[src/rtl/uvme_cvmcu_probe_arb_if.sv]
// Probe event bundle: per-source offers in, one arbitrated entry out.
// Macro UVME_CVMCU_PROBE_TSTAMP_EN adds the out_ts timestamp signal.
interface uvme_cvmcu_probe_arb_if #(
  parameter int unsigned NUM_REQ = 4,
  parameter int unsigned DATA_W  = 8
`ifdef UVME_CVMCU_PROBE_TSTAMP_EN
  , parameter int unsigned TS_W  = 16
`endif
);
  localparam int unsigned ID_W = $clog2(NUM_REQ);

  logic [NUM_REQ-1:0]        req_valid;
  logic [NUM_REQ*DATA_W-1:0] req_data;
  logic [NUM_REQ-1:0]        req_ready;
  logic                      out_valid;
  logic                      out_ready;
  logic [ID_W-1:0]           out_id;
  logic [DATA_W-1:0]         out_data;
`ifdef UVME_CVMCU_PROBE_TSTAMP_EN
  logic [TS_W-1:0]           out_ts;
`endif

  modport master (
    output req_valid, req_data, out_ready,
    input  req_ready, out_valid, out_id, out_data
`ifdef UVME_CVMCU_PROBE_TSTAMP_EN
    , input out_ts
`endif
  );

  modport slave (
    input  req_valid, req_data, out_ready,
    output req_ready, out_valid, out_id, out_data
`ifdef UVME_CVMCU_PROBE_TSTAMP_EN
    , output out_ts
`endif
  );
endinterface

[src/rtl/uvme_cvmcu_probe_arb.sv]
// Round-robin arbiter merging NUM_REQ probe event sources into one registered output entry.
// Macro UVME_CVMCU_PROBE_TSTAMP_EN adds a free-running grant timestamp on out_ts.
module uvme_cvmcu_probe_arb #(
  parameter int unsigned NUM_REQ = 4,
  parameter int unsigned DATA_W  = 8
`ifdef UVME_CVMCU_PROBE_TSTAMP_EN
  , parameter int unsigned TS_W  = 16
`endif
) (
  input  logic                    clk,
  input  logic                    reset_n,
  input  logic                    enable,
  input  logic                    flush,
  uvme_cvmcu_probe_arb_if.slave   bus,
  output logic [15:0]             grant_cnt
);
  localparam int unsigned ID_W = $clog2(NUM_REQ);

  logic [ID_W-1:0]   rr_ptr;
  logic [ID_W-1:0]   winner;
  logic [ID_W-1:0]   cand;
  logic [DATA_W-1:0] win_data;
  logic              found;
  logic              slot_free;
  logic              grant;
  logic              out_valid_q;
  logic [ID_W-1:0]   out_id_q;
  logic [DATA_W-1:0] out_data_q;

  assign slot_free = !out_valid_q || bus.out_ready;
  // reset_n gating keeps req_ready low for the whole reset window
  assign grant = reset_n && enable && slot_free && !flush && (|bus.req_valid);

  always_comb begin
    winner   = '0;
    win_data = '0;
    found    = 1'b0;
    cand     = '0;
    for (int unsigned k = 1; k <= NUM_REQ; k++) begin
      cand = ID_W'((32'(rr_ptr) + k) % NUM_REQ);
      if (!found && bus.req_valid[cand]) begin
        found    = 1'b1;
        winner   = cand;
        win_data = bus.req_data[cand*DATA_W +: DATA_W];
      end
    end
  end

  assign bus.req_ready = grant ? (NUM_REQ'(1) << winner) : '0;
  assign bus.out_valid = out_valid_q;
  assign bus.out_id    = out_id_q;
  assign bus.out_data  = out_data_q;

  always_ff @(posedge clk or negedge reset_n) begin
    if (!reset_n) begin
      out_valid_q <= 1'b0;
      out_id_q    <= '0;
      out_data_q  <= '0;
      rr_ptr      <= ID_W'(NUM_REQ - 1);
      grant_cnt   <= '0;
    end else if (grant) begin
      out_valid_q <= 1'b1;
      out_id_q    <= winner;
      out_data_q  <= win_data;
      rr_ptr      <= winner;
      if (grant_cnt != '1) grant_cnt <= grant_cnt + 16'd1;
    end else if (flush || bus.out_ready) begin
      // flush discards even when out_ready is also high; payload fields keep last value
      out_valid_q <= 1'b0;
    end
  end

`ifdef UVME_CVMCU_PROBE_TSTAMP_EN
  logic [TS_W-1:0] ts_cnt;
  logic [TS_W-1:0] out_ts_q;

  assign bus.out_ts = out_ts_q;

  always_ff @(posedge clk or negedge reset_n) begin
    if (!reset_n) begin
      ts_cnt   <= '0;
      out_ts_q <= '0;
    end else begin
      ts_cnt <= ts_cnt + 1'b1;
      if (grant) out_ts_q <= ts_cnt;
    end
  end
`endif
endmodule

[src/flat_wrapper.sv]
// flat-port wrapper written by rule: the top's interface ports become plain ports
module uvme_cvmcu_probe_arb_flat 
#(
  parameter int unsigned NUM_REQ = 4,
  parameter int unsigned DATA_W  = 8

)
  (clk, reset_n, enable, flush, grant_cnt, bus_req_valid, bus_req_data, bus_out_ready, bus_req_ready, bus_out_valid, bus_out_id, bus_out_data);
  uvme_cvmcu_probe_arb_if #(.NUM_REQ(NUM_REQ), .DATA_W(DATA_W)) bus_i ();
  input  logic clk;
  input  logic reset_n;
  input  logic enable;
  input  logic flush;
  output logic [15:0] grant_cnt;
  input wire logic [$bits(bus_i.req_valid)-1:0] bus_req_valid;
  input wire logic [$bits(bus_i.req_data)-1:0] bus_req_data;
  input wire logic [$bits(bus_i.out_ready)-1:0] bus_out_ready;
  output wire logic [$bits(bus_i.req_ready)-1:0] bus_req_ready;
  output wire logic [$bits(bus_i.out_valid)-1:0] bus_out_valid;
  output wire logic [$bits(bus_i.out_id)-1:0] bus_out_id;
  output wire logic [$bits(bus_i.out_data)-1:0] bus_out_data;
  assign bus_i.req_valid = bus_req_valid;
  assign bus_i.req_data = bus_req_data;
  assign bus_i.out_ready = bus_out_ready;
  assign bus_req_ready = bus_i.req_ready;
  assign bus_out_valid = bus_i.out_valid;
  assign bus_out_id = bus_i.out_id;
  assign bus_out_data = bus_i.out_data;
  uvme_cvmcu_probe_arb #(.NUM_REQ(NUM_REQ), .DATA_W(DATA_W)) u_core (.clk(clk), .reset_n(reset_n), .enable(enable), .flush(flush), .bus(bus_i), .grant_cnt(grant_cnt));
endmodule
[config.mk]
export PLATFORM = sky130hd
export DESIGN_NAME = uvme_cvmcu_probe_arb_flat
export DESIGN_NICKNAME = d
export VERILOG_FILES = /design/src/rtl/uvme_cvmcu_probe_arb_if.sv /design/src/rtl/uvme_cvmcu_probe_arb.sv /design/src/flat_wrapper.sv
export SDC_FILE = /design/constraint.sdc
export NUM_CORES = 1
export LEC_CHECK = 0
export CAP_MARGIN = 30
export CORE_UTILIZATION = 44
export CTS_CLUSTER_DIAMETER = 80
export CTS_CLUSTER_SIZE = 25
export DETAILED_ROUTE_END_ITERATION = 7
export GPL_TIMING_DRIVEN = 0
export PLACE_DENSITY = 0.78
export SYNTH_ARGS = -nofsm -noshare
export SYNTH_HDL_FRONTEND = slang
export SYNTH_SLANG_ARGS = --single-unit
export TNS_END_PERCENT = 5
[constraint.sdc]
create_clock -name clk -period 2.21 [get_ports clk]
set_input_delay 0.3315 -clock clk [delete_from_list [all_inputs] [get_ports clk]]
set_output_delay 0.3315 -clock clk [all_outputs]
set_load 0.005 [all_outputs]
# Word level (Yosys, flattened, before mapping)
# Cells that the tools add are included.
[word_totals] reg_bits=29 latch_bits=0 ram_bits=0 mem_bits_ro=0 word_cells=59 mem_count=0
[classes] add_sub_neg=5 mul=0 n_div=0 magnitude_cmp=4 eq_ne=1 shifts=5 muxes=22 n_bitwise=0 n_reduce_logical=17
[op_table] operator="$shiftx A32 B6 Y8" count=4
[op_table] operator="$mux W8" count=4
[op_table] operator="$add A16 B1 Y16 const B" count=1
[op_table] operator="$ne A16 B16 Y1 const B" count=1
[op_table] operator="$lt A2 B3 Y1 const B" count=4
[op_table] operator="$mux W1" count=9
[op_table] operator="$bmux W1 S2" count=4
[op_table] operator="$mux W2" count=4
[op_table] operator="$logic_and A1 B1 Y1" count=7
[op_table] operator="$logic_not A1 Y1" count=5
[op_table] operator="$add A2 B1 Y2 const B" count=2
[op_table] operator="$add A2 B2 Y2 const B" count=2
[op_table] operator="$mux W4" count=1
[op_table] operator="$reduce_or A4 Y1" count=1
[op_table] operator="$shl A1 B2 Y4 const A" count=1
[op_table] operator="$logic_or A1 B1 Y1" count=2
[op_table] operator="$reduce_and A2 Y1" count=1
[op_table] operator="$reduce_bool A2 Y1" count=1

# Depth between registers and ports, before layout
[depth] ltp_word=15 ltp_mapped=8 ltp_nobuf=6

# Worst setup path after synthesis
# Ideal clock, no wire load.
[synth_path] path_type="register to output" start="reg u_core.rr_ptr[1]" end="out bus_req_ready[0]" t_arrival_ns=1.860 required_ns=1.879 slack_ns=0.019 path_stages_with_launch=6 n_path_buf=2 path_cell_list="dfstp_2 buf_2 mux4_2 buf_1 o32ai_2 nor2b_1"
[synth_between] elab_chain_len=15 word_cells_on_any_way=27 cone_classes="add/sub: 4; shift: 1; mux: 16; reduce/logical: 6"
[synth_lines] item="start, declared" line="uvme_cvmcu_probe_arb.sv:19" text="logic [ID_W-1:0] rr_ptr;"
[synth_lines] item="start signal, assigned" line="uvme_cvmcu_probe_arb.sv:59" text="rr_ptr <= ID_W'(NUM_REQ - 1);"
[synth_lines] item="start signal, assigned" line="uvme_cvmcu_probe_arb.sv:65" text="rr_ptr <= winner;"
[synth_lines] item="$add A2 B1 Y2" line="uvme_cvmcu_probe_arb.sv:40" text="cand = ID_W'((32'(rr_ptr) + k) % NUM_REQ);"
[synth_lines] item="$bmux W1 S2" line="uvme_cvmcu_probe_arb.sv:41" text="if (!found && bus.req_valid[cand]) begin"
[synth_lines] item="$mux W1 (implied by the code)" line="uvme_cvmcu_probe_arb.sv:41"
[synth_lines] item="$mux W1" line="uvme_cvmcu_probe_arb.sv:41"
[synth_lines] item="$logic_not A1 Y1" line="uvme_cvmcu_probe_arb.sv:41"
[synth_lines] item="$logic_and A1 B1 Y1" line="uvme_cvmcu_probe_arb.sv:41"
[synth_lines] item="$mux W1" line="uvme_cvmcu_probe_arb.sv:41"
[synth_lines] item="$logic_not A1 Y1" line="uvme_cvmcu_probe_arb.sv:41"
[synth_lines] item="$logic_and A1 B1 Y1" line="uvme_cvmcu_probe_arb.sv:41"
[synth_lines] item="$mux W1" line="uvme_cvmcu_probe_arb.sv:41"
[synth_lines] item="$logic_not A1 Y1" line="uvme_cvmcu_probe_arb.sv:41"
[synth_lines] item="$logic_and A1 B1 Y1" line="uvme_cvmcu_probe_arb.sv:41"
[synth_lines] item="$mux W2 *" line="uvme_cvmcu_probe_arb.sv:41"
[synth_lines] item="$shl A1 B2 Y4 *" line="uvme_cvmcu_probe_arb.sv:49" text="assign bus.req_ready = grant ? (NUM_REQ'(1) << winner) : '0;"
[synth_lines] item="$mux W4 *" line="uvme_cvmcu_probe_arb.sv:49"
[synth_lines] item="end, declared" line="flat_wrapper.sv:18" text="output wire logic [$bits(bus_i.req_ready)-1:0] bus_req_ready;"
# Mark *: on every way between the ends. The rest lies on a longest branch, timed or not. The select of a mux whose other input is x is not followed.

# Worst setup path after layout
[layout_path] start="reg u_core.rr_ptr[0]" end="out bus_req_ready[3]"
# The elaborated chain is that of the path after synthesis.

==> run metrics <==
Placer Congestion 0.833; Pleak 0.00146 uW; Post-Synthesis Cell Area 2540 um^2; status finished, violations left; max_cap viols 0; crit-path cells buf_6, or3b_4, a211oi_4, or2_1, buf_6, o32ai_4, buf_4, nor3_2, buf_2; failing checks setup timing; area leader, netlist dfrtp_1; Synth warnings 0; final worst slack -0.303 ns; CP startpoint kind flip-flop; Die W 78.0 um; top post-synthesis cells by area dfrtp_1 (27%), mux4_2 (23%), mux2i_1 (6.3%); WL/cell 17.3 um; Place WS -1.08 ns; Layout Utilization 0.653; Post-DP HPWL about 5000 um; cell with the most instances after synthesis dfrtp_1; root buffer cell clkbuf_8; share of cells above drive strength 1 0.257; TritonCTS clock tree built; boundary pin count approximately 70; final setup vio count 4; max-slew violations 0; PD cells 912 nW/um^2; worst path required time around 1.9 ns; main flop type after synthesis dfrtp_1; final hold viol count 0; EDFF count, synth 0; hold-fix buffers at CTS 0; Min Clock Period, post-route 2.51 ns; relative slew slack 0.678; vias after detailed routing 2415; clk_lat worst skew 0.29 ns; area share of the largest cell type after synthesis 0.266; largest net degree at the start of global routing 21; Arr. time, crit path 2.18 ns; via count of the first global-routing pass 2413; total chip power 3300 uW; drt first pass iters 4; PortBufs 70; standard-cell rows 27; Clock Path Buffers 2; distinct cell type count after synthesis 45; Slowest-stage cell, CP or3b_4; total gr overflow 0; Critical Path Sink Type output port; via/cell ratio 5.93; Residual DRC 0; # diodes 0; CP peak stage delay 0.39 ns; Die H around 78 um; actual slew at the worst max-slew pin around 0.48 ns; antenna violations before repair 0; clock skew 0.00812 ns; # H-tree levels 2; critical path's most frequent cell buf_6; antenna-violating nets left 0; RSZ-0062 raised after global routing true; WHS 0.0275 ns; Worst VDD drop ~0.57 mV; clk sinks 29; CP top delay family simple AND/OR/NAND/NOR gates; FMAX 398 MHz; top post-synthesis cells by count dfrtp_1 (27), mux4_2 (26), a21oi_1 (17); DP Area 3360 um^2; register area share after synthesis 0.286; Clock Pin Slew Worst Setup and Hold Paths 0.07 ns; synthesized area per cell 10.4 um^2; syn_nets 286; cts bufs inserted 5; critical path type flip-flop to output port; Initial Util 0.459; Tot GR Track Use 0.249; Tcrit/Tclk final 1.14; Detailed Route WL 7020 um; CP max FO 5; nets@finish around 380; flop and latch count out of synthesis 29; Bufs and invs on worst path 4; Starting DRT DRC Count a little over 200; Area growth, synth to finish 42.3%; first-pass GRT wire length 11600 um; post-synthesis cell count 244; die area 6090 um^2; worst min path class input pin to asynchronous set/reset pin; final instance area 3620 um^2; ys async rst share 1.00; core area around 5500 um^2
cells in the final DEF, fill, tap and decap left out, drive strengths merged, types with 10 or more instances in the layout:
master,netlist,layout
xnor2,13,13
clkdlybuf4s50,0,62
o21ai,20,20
buf,16,32
nor2,16,16
inv,10,10
nand2,14,14
mux4,26,26
dfrtp,27,27
mux2i,16,16
a21oi,18,18
where the power goes:
part	total (uW)	switching [uW]	internal (uW)	leakage [uW]
registers	816	135	681	0.000359
clock network	436	218	218	0.0000450
logic	2050	906	1140	0.00106
total	3300	1260	2040	0.00146
final cells by class:
class / count / area, um^2
clock buffer: 6 / 72.6
fill: 438 / 1920
clock inverter: 2 / 10.0
multi-input combinational: 187 / 1710
tap: 72 / 90.1
buffer: 16 / 159
timing repair buffer: 85 / 808
inverter: 10 / 37.5
sequential: 29 / 728
path summary, 6_finish.rpt:
check / from / end / slack, ns / cells after the start
hold reg to reg: u_core.bus.out_id[1] / u_core.bus.out_id[1] / 0.48 / 1
max in group asynchronous: reset_n / u_core.rr_ptr[0] / 1.68 / 2
min in group clk: u_core.bus.out_id[1] / u_core.bus.out_id[1] / 0.48 / 1
setup / recovery: u_core.rr_ptr[0] / bus_req_ready[3] / -0.30 / 9
hold / removal: reset_n / u_core.grant_cnt[1] / 0.03 / 1
setup reg to reg: u_core.bus.out_valid / u_core.grant_cnt[15] / 0.28 / 6
sequential cells by signal, summed over array words and instances, names as in the netlist:
signal and count:
u_core.bus.out_data 8, u_core.bus.out_id 2, u_core.bus.out_valid 1, u_core.grant_cnt 16
u_core.rr_ptr 2
per-layer routing:
metal  up-vias  track usage  part of all wire
met5         -            0                 0
met4         0        0.107             0.012
met3         9       0.0512             0.076
met2       110        0.407              0.51
met1      1189        0.320              0.40
li1       1107            -                 -
kinds of logic after synthesis:
| logic type | share of synthesized area |
|---|---|
| AND/OR/NAND/NOR | 0.166 |
| AO/OA/AOI/OAI | 0.132 |
| multiplexers | 0.298 |
| flip-flops | 0.286 |
| buffers and inverters | 0.0585 |
| XOR/XNOR | 0.0551 |
| adder cells (fa/ha/maj) | 0.00492 |
per-stage QoR:
step / instances / TNS [ns]
after global placement: 386 / -32.76
after global routing: 407 / -1.16
after CTS: 407 / -0.808
after detailed placement: 387 / -14.59
after floorplan: 244 / 0
final: 407 / -0.821
timing repair:
item,in CTS,in global routing
pin swaps,10,0
buffers inserted,12,0
gates resized for setup,50,1
gates cloned,2,0
endpoints found under the setup margin,24,11
No activity file was read; power rests on OpenSTA's default activity.
